File: config.mk
export PLATFORM = sky130hd
export DESIGN_NAME = pipe_stage_buf
export DESIGN_NICKNAME = d
export VERILOG_FILES = /design/src/rtl/pipe_stage_buf.sv
export SDC_FILE = /design/constraint.sdc
export NUM_CORES = 1
export LEC_CHECK = 0
export BUFFER_PORTS_ARGS = -buffer_cell sky130_fd_sc_hd__buf_2
export CORE_MARGIN = 5
export CORE_UTILIZATION = 29
export CTS_BUF_LIST = sky130_fd_sc_hd__clkbuf_8
export DETAILED_ROUTE_END_ITERATION = 8
export SYNTH_ARGS = -nofsm -noshare
export SYNTH_HDL_FRONTEND = slang
export SYNTH_SLANG_ARGS = --single-unit
File: constraint.sdc
create_clock -name clk_i -period 2.5 [get_ports clk_i]
set_input_delay 0.625 -clock clk_i [delete_from_list [all_inputs] [get_ports clk_i]]
set_output_delay 0.625 -clock clk_i [all_outputs]
set_load 0.02 [all_outputs]
File: src/rtl/pipe_stage_buf.sv
`default_nettype none
// ============================================================================
// Module   : pipe_stage_buf
// Brief    : Elastic inter-stage pipeline register with valid/ready handshake,
//            stall, flush and an optional two-entry skid buffer. Control bits
//            are forced to zero whenever the stage presents a bubble.
// Revision : 1.0 - initial release
// ============================================================================
module pipe_stage_buf #(
  parameter int DATA_W = 102,
  parameter int CTRL_W = 4,
  parameter int SKID   = 1
) (
  input  logic              clk_i,
  input  logic              rst_n_i,
  // upstream side
  input  logic              valid_i,
  output logic              ready_o,
  input  logic [DATA_W-1:0] data_i,
  input  logic [CTRL_W-1:0] ctrl_i,
  // pipeline control
  input  logic              flush_i,
  // downstream side
  output logic              valid_o,
  input  logic              ready_i,
  output logic [DATA_W-1:0] data_o,
  output logic [CTRL_W-1:0] ctrl_o,
  output logic [1:0]        count_o
);

  // --------------------------------------------------------------------------
  // Head register M: always the entry presented downstream.
  // --------------------------------------------------------------------------
  logic              r_m_valid;
  logic [DATA_W-1:0] r_m_data;
  logic [CTRL_W-1:0] r_m_ctrl;

  // Next-state of M, produced by whichever storage variant is built.
  logic              w_m_valid_nxt;
  logic              w_m_load;
  logic [DATA_W-1:0] w_m_data_nxt;
  logic [CTRL_W-1:0] w_m_ctrl_nxt;

  // Handshake terms shared by both variants.
  logic              w_ready;
  logic              w_s_valid;
  logic              w_in_xfer;
  logic              w_out_xfer;

  assign w_in_xfer  = valid_i & w_ready;
  assign w_out_xfer = r_m_valid & ready_i;

  generate
    if (SKID != 0) begin : g_skid
      // ------------------------------------------------------------------------
      // Two-entry variant: skid register S absorbs the one entry that can
      // arrive in the cycle after downstream stalls, so ready_o can be a
      // plain flop with no combinational path back from ready_i.
      // ------------------------------------------------------------------------
      logic              r_s_valid;
      logic [DATA_W-1:0] r_s_data;
      logic [CTRL_W-1:0] r_s_ctrl;
      logic              r_ready;

      logic              w_s_valid_nxt;
      logic              w_s_load;

      // Decide where M and S are refilled from on the coming edge.
      always_comb begin
        w_m_valid_nxt = r_m_valid;
        w_m_load      = 1'b0;
        w_m_data_nxt  = data_i;
        w_m_ctrl_nxt  = ctrl_i;
        w_s_valid_nxt = r_s_valid;
        w_s_load      = 1'b0;
        if (flush_i) begin
          // Flush wins over everything: both slots become bubbles and any
          // concurrent input transfer is dropped.
          w_m_valid_nxt = 1'b0;
          w_s_valid_nxt = 1'b0;
        end else if (!r_m_valid || w_out_xfer) begin
          // M is free (or being vacated this cycle): oldest entry moves in.
          if (r_s_valid) begin
            w_m_load      = 1'b1;
            w_m_valid_nxt = 1'b1;
            w_m_data_nxt  = r_s_data;
            w_m_ctrl_nxt  = r_s_ctrl;
            w_s_valid_nxt = 1'b0;
            if (w_in_xfer) begin
              w_s_load      = 1'b1;
              w_s_valid_nxt = 1'b1;
            end
          end else if (w_in_xfer) begin
            w_m_load      = 1'b1;
            w_m_valid_nxt = 1'b1;
          end else begin
            w_m_valid_nxt = 1'b0;
          end
        end else if (w_in_xfer) begin
          // M stalled and still occupied: park the new entry in S.
          w_s_load      = 1'b1;
          w_s_valid_nxt = 1'b1;
        end
      end

      // Skid slot storage plus the registered ready, which mirrors the
      // emptiness S will have after this edge.
      always_ff @(posedge clk_i or negedge rst_n_i) begin
        if (!rst_n_i) begin
          r_s_valid <= 1'b0;
          r_s_data  <= '0;
          r_s_ctrl  <= '0;
          r_ready   <= 1'b0;
        end else begin
          r_s_valid <= w_s_valid_nxt;
          r_ready   <= ~w_s_valid_nxt;
          if (w_s_load) begin
            r_s_data <= data_i;
            r_s_ctrl <= ctrl_i;
          end
        end
      end

      assign w_ready   = r_ready;
      assign w_s_valid = r_s_valid;
    end else begin : g_noskid
      // ------------------------------------------------------------------------
      // Single-register variant: ready is combinational so a full M can be
      // replaced in the same edge it drains.
      // ------------------------------------------------------------------------
      assign w_ready       = ~r_m_valid | ready_i;
      assign w_s_valid     = 1'b0;
      assign w_m_load      = w_in_xfer & ~flush_i;
      assign w_m_data_nxt  = data_i;
      assign w_m_ctrl_nxt  = ctrl_i;
      assign w_m_valid_nxt = flush_i    ? 1'b0 :
                             w_in_xfer  ? 1'b1 :
                             w_out_xfer ? 1'b0 :
                                          r_m_valid;
    end
  endgenerate

  // Head register: valid always follows next-state; payload only on a load so
  // data_o keeps its last value through bubbles and flushes.
  always_ff @(posedge clk_i or negedge rst_n_i) begin
    if (!rst_n_i) begin
      r_m_valid <= 1'b0;
      r_m_data  <= '0;
      r_m_ctrl  <= '0;
    end else begin
      r_m_valid <= w_m_valid_nxt;
      if (w_m_load) begin
        r_m_data <= w_m_data_nxt;
        r_m_ctrl <= w_m_ctrl_nxt;
      end
    end
  end

  // --------------------------------------------------------------------------
  // Outputs. Control is gated by valid so a bubble can never carry a live
  // RegWrite/MemWrite into the next stage.
  // --------------------------------------------------------------------------
  assign ready_o = w_ready;
  assign valid_o = r_m_valid;
  assign data_o  = r_m_data;
  assign ctrl_o  = r_m_valid ? r_m_ctrl : '0;
  assign count_o = {1'b0, r_m_valid} + {1'b0, w_s_valid};

endmodule
`default_nettype wire

Yosys cells after proc, flatten, opt, wreduce, memory -nomap -nowiden
Cells that the tools add are included.

Logic and storage cells: 33. Bits of input ports: 111. Memories: 0. Latch bits: 0. Memory bits (read-only): 0. Register bits: 215. Memory bits (writable): 0.

$mul: 0. Equality and inequality tests: 0. Div/mod/pow operators: 0. Add/sub/neg operators: 1. Muxes and demuxes: 19. $lt $le $gt $ge: 0. Shift operators: 0. Reduce and logical (&&, ||, !) cells: 3. Bitwise gates (word level): 3.

Operator list (number): $mux W102 (3); $mux W4 (4); $mux W1 (12); $add A1 B1 Y2 (1); $and A1 B1 Y1 (2); $reduce_bool A2 Y1 (1); $logic_not A1 Y1 (1); $logic_or A1 B1 Y1 (1); $not A1 Y1 (1).

Logic depth before layout (Yosys ltp)
Depth in word-level cells: 6. Mapped depth: 7. Gate-level depth less buffers: 3.

Worst setup path before layout
OpenSTA, ideal clock, no wires.

Kind: input to register. From: in ready_i. To: reg r_m_data[53] (netlist: data_o[53]). Data arrival time: 1.738 ns. Stages on the path: 7. Library setup time: 0.111 ns. Path slack: 0.651 ns. Buffers on the path: 4. Path through: nor2b_4 buf_6 or3_1 buf_2 buf_6 buf_6 a222oi_1.

Word-level cells in the longest chain between the ends: 4.

RTL lines: start: declaration (line 25) `input logic ready_i,`; $and A1 B1 Y1 (*) (line 51) `assign w_out_xfer = r_m_valid & ready_i;`; $logic_or A1 B1 Y1 (*) (line 81) `end else if (!r_m_valid || w_out_xfer) begin`; $mux W102 or $mux W1 (tied branches) (line 81); $mux W102 or $mux W1 (tied branches) (line 76) `if (flush_i) begin`; end signal: assignment (line 153) `r_m_data <= w_m_data_nxt;`; end: declaration (line 35) `logic [DATA_W-1:0] r_m_data;`.

Every way passes the cells marked *; elsewhere a longest branch is shown, timed or not. A chain may end at the register's enable or synchronous reset.

Worst setup path after layout
From: reg r_m_valid (netlist: valid_o). To: out count_o[0].

Word-level cells in the longest chain between the ends: 1.

RTL lines: start: declaration (line 34) `logic r_m_valid;`; start signal: assignment (line 151) `r_m_valid <= w_m_valid_nxt;`; $add A1 B1 Y2 (line 167) `assign count_o = {1'b0, r_m_valid} + {1'b0, w_s_valid};`; end: declaration (line 28) `output logic [1:0] count_o`.

Every way passes these cells.

==> flow_metrics.env <==
export IMPL_ir_drop_mv=0.4819
export IMPL_grt_usage_pct=12.89
export IMPL_cap_violations=0
export IMPL_final_common_cell="inv_1"
export IMPL_r2r_cells=4
export IMPL_p_switching_mw=3.056
export IMPL_vias=6714
export IMPL_finClkSkew_ns=0.01285
export IMPL_drive_gt1_share_pct=27.27
export IMPL_required_ns=1.88
export IMPL_postCtsSetupBuffers=0
export IMPL_fin_util_pct=37.22
export IMPL_gp_congestion=0.7498
export IMPL_crit_path_max_fanout=7
export IMPL_cts_tree="yes"
export IMPL_worstReg2RegStart="valid_o$_DFFE_PN0P_"
export IMPL_routed_wl_um=23090
export IMPL_min_path_type="primary input to asynchronous set/reset pin"
export IMPL_die_w_um=186.9
export IMPL_numCtsBuffers=39
export IMPL_yosys_warnings=0
export IMPL_crit_type="register to output pin"
export IMPL_mostFrequentLayoutCells="inv_1 (336), buf_2 (219), dfrtp_1 (215), mux2i_1 (106), a222oi_1 (106)"
export IMPL_relSlewSlack_pct=62.65
export IMPL_wl_per_cell_um=15.78
export IMPL_p_int_mw=6.919
export IMPL_finalSetupViolCount=0
export IMPL_max_freq_ghz=0.4753
export IMPL_drt_iter0_drc=727
export IMPL_setup_worst_path_start="valid_o$_DFFE_PN0P_"
export IMPL_drt_first_pass_iters=9
export IMPL_power_leakage_nw=7.014
export IMPL_clockBufferDepth=3
export IMPL_synth_seq_cells=215
export IMPL_ys_seq_area_share_pct=59.27
export IMPL_finalCriticalPeriod_ns=2.104
export IMPL_fill_cells=3067
export IMPL_die_area_um2=34940
export IMPL_n_antenna_cell=0
export IMPL_fin_crit_sh_pct=84.16
export IMPL_htree_num_levels=2
export IMPL_boundaryPins=221
export IMPL_start_util_pct=29.52
export IMPL_drc=3
export IMPL_r2r_setup_slack_ns=0.51
export IMPL_seqPwrFrac_pct=46.4
export IMPL_tightestPinTransition_ns=0.5602
export IMPL_status="complete, but fails checks"
export IMPL_p_clk_share_pct=31.5
export IMPL_rr_endpoint="data_o[57]$_DFFE_PN0P_"
export IMPL_hold_violations=0
export IMPL_ys_types=20
export IMPL_clk_pin_slew_ns=0.06
export IMPL_setup_tns_ns=0
export IMPL_grt_pass1_vias=7213
export IMPL_grt_pass1_wl_um=37550
export IMPL_grt_overflow_total=0
export IMPL_core_um2=30750
export IMPL_end_kind="output pin"
export IMPL_die_h_um=186.9
export IMPL_netlist_area_um2=9077
export IMPL_grt_max_degree=75
export IMPL_p_total_mw=9.974
export IMPL_syn_num_nets=922
export IMPL_slew_viol_final=0
export IMPL_avgViaCountPerCell=4.589
export IMPL_swShare_pct=30.63
export IMPL_final_cells=1463
export IMPL_syn_instance_count=810
export IMPL_ant_nets=0
export IMPL_violations="design-rule violations"
export IMPL_final_nets=1154
export IMPL_power_density_nw_per_um2=871.4
export IMPL_pwr_share_comb_pct=22.1
export IMPL_area_growth_pct=26.09
export IMPL_cts_root_buffer="clkbuf_8"
export IMPL_design_area_um2=11450
export IMPL_syn_mean_instance_area_um2=11.21
export IMPL_postCtsHoldBufs=0
export IMPL_ctsResizeCount=0
export IMPL_io_buffers=220
export IMPL_cts_sinks=215
export IMPL_crit_arrival_ns=1.48
export IMPL_dp_cells=1397
export IMPL_rows=64
export IMPL_place_area_um2=10710
export IMPL_antenna_found_initial=1
export IMPL_clock_latency_ns=0.52
export IMPL_dp_final_hpwl_um=14720
export IMPL_grt_setup_unrepaired="no"
export IMPL_crit_end="count_o[0]"
export IMPL_cp_start_kind="register"
==> state kept, by name, summed over array words and instances (netlist names) <==
signal and count:
ready_o 1, g_skid.r_s_valid 1, r_m_ctrl 4, g_skid.r_s_ctrl 4, valid_o 1, g_skid.r_s_data 102, data_o 102
==> power groups by stage <==
stage                     Clock, mW  Combinational, mW  Sequential [mW]
final                          3.14               2.20             4.63
after global routing           3.46               2.47             4.71
after CTS                      3.30               2.24             4.63
after detailed placement          0               2.23             4.69
after global placement            0               2.17             4.67
after floorplan                   0               1.07             5.00
==> cells in the mapped netlist <==
| master | instances | share of area (%) |
|---|---|---|
| a222oi_1 | 106 | 12 |
| buf_1 | 3 | 0.12 |
| ha_1 | 1 | 0.14 |
| nor2b_4 | 1 | 0.15 |
| nor3_1 | 1 | 0.055 |
| o211ai_1 | 1 | 0.083 |
| dfrtp_1 | 215 | 59 |
| inv_1 | 319 | 13 |
| buf_6 | 6 | 0.74 |
| nor4b_2 | 1 | 0.17 |
| nand2_1 | 1 | 0.041 |
| clkbuf_1 | 19 | 0.79 |
| maj3_1 | 1 | 0.11 |
| mux2i_1 | 106 | 12 |
| or3_1 | 1 | 0.069 |
| a21oi_1 | 1 | 0.055 |
| nor3b_2 | 1 | 0.14 |
| nor2_1 | 1 | 0.041 |
| and2_1 | 6 | 0.41 |
| buf_2 | 19 | 1.0 |
==> critical path, stage by stage, from the launching register on <==
cell,delay [ns]
dfrtp_1,0.49
ha_1,0.33
buf_2,0.16
==> kinds of logic (layout without fill, tap and decap cells) <==
| logic type | count (synthesis) | after routing | share of synthesized area [%] |
|---|---|---|---|
| multiplexers | 106 | 106 | 11.69 |
| AO/OA/AOI/OAI | 108 | 108 | 11.83 |
| buffers and inverters | 366 | 623 | 15.89 |
| flip-flops | 215 | 215 | 59.27 |
| AND/OR/NAND/NOR | 13 | 13 | 1.075 |
| adder cells (fa/ha/maj) | 2 | 2 | 0.2481 |
==> layer usage <==
layer	vias to the layer above	part of all wire, %	track usage [%]
li1	3108	-	-
met1	3278	47	18.17
met2	290	43	19.19
met3	36	8.5	4.199
met4	2	1.9	3.413
met5	-	0.048	0
==> how the worst min path moves through the flow <==
| stage | from | to | slack [ns] | cells past startpoint |
|---|---|---|---|---|
| floorplan | rst_n_i | data_o[0]$_DFFE_PN0P_ | 0.33 | 0 |
| global placement | g_skid.r_s_data[8]$_DFFE_PN0P_ | g_skid.r_s_data[8]$_DFFE_PN0P_ | 0.50 | 2 |
| detailed placement | g_skid.r_s_data[24]$_DFFE_PN0P_ | g_skid.r_s_data[24]$_DFFE_PN0P_ | 0.51 | 2 |
| CTS | rst_n_i | g_skid.r_s_data[33]$_DFFE_PN0P_ | 0.03 | 1 |
| global route | rst_n_i | g_skid.r_s_data[37]$_DFFE_PN0P_ | 0.05 | 1 |
| finish | rst_n_i | g_skid.r_s_data[37]$_DFFE_PN0P_ | 0.05 | 1 |
==> through the flow <==
step	setup WS, ns	hold WS [ns]
after floorplan	0.6507	0.3294
after global placement	0.4540	0.5043
after detailed placement	0.4187	0.5141
after CTS	0.3362	0.02800
after global routing	0.2721	0.04664
final	0.3960	0.04834
==> area by class of cell <==
class | count | area, um2 | share of cell area [%]
Clock buffer | 46 | 633.1 | 5.531
Tap cell | 396 | 495.5 | 4.329
Clock inverter | 20 | 106.4 | 0.9292
Inverter | 319 | 1197 | 10.46
Multi-Input combinational cell | 229 | 2275 | 19.87
Timing Repair Buffer | 238 | 1359 | 11.87
Sequential cell | 215 | 5380 | 47.00
No activity file was read; power rests on OpenSTA's default activity.
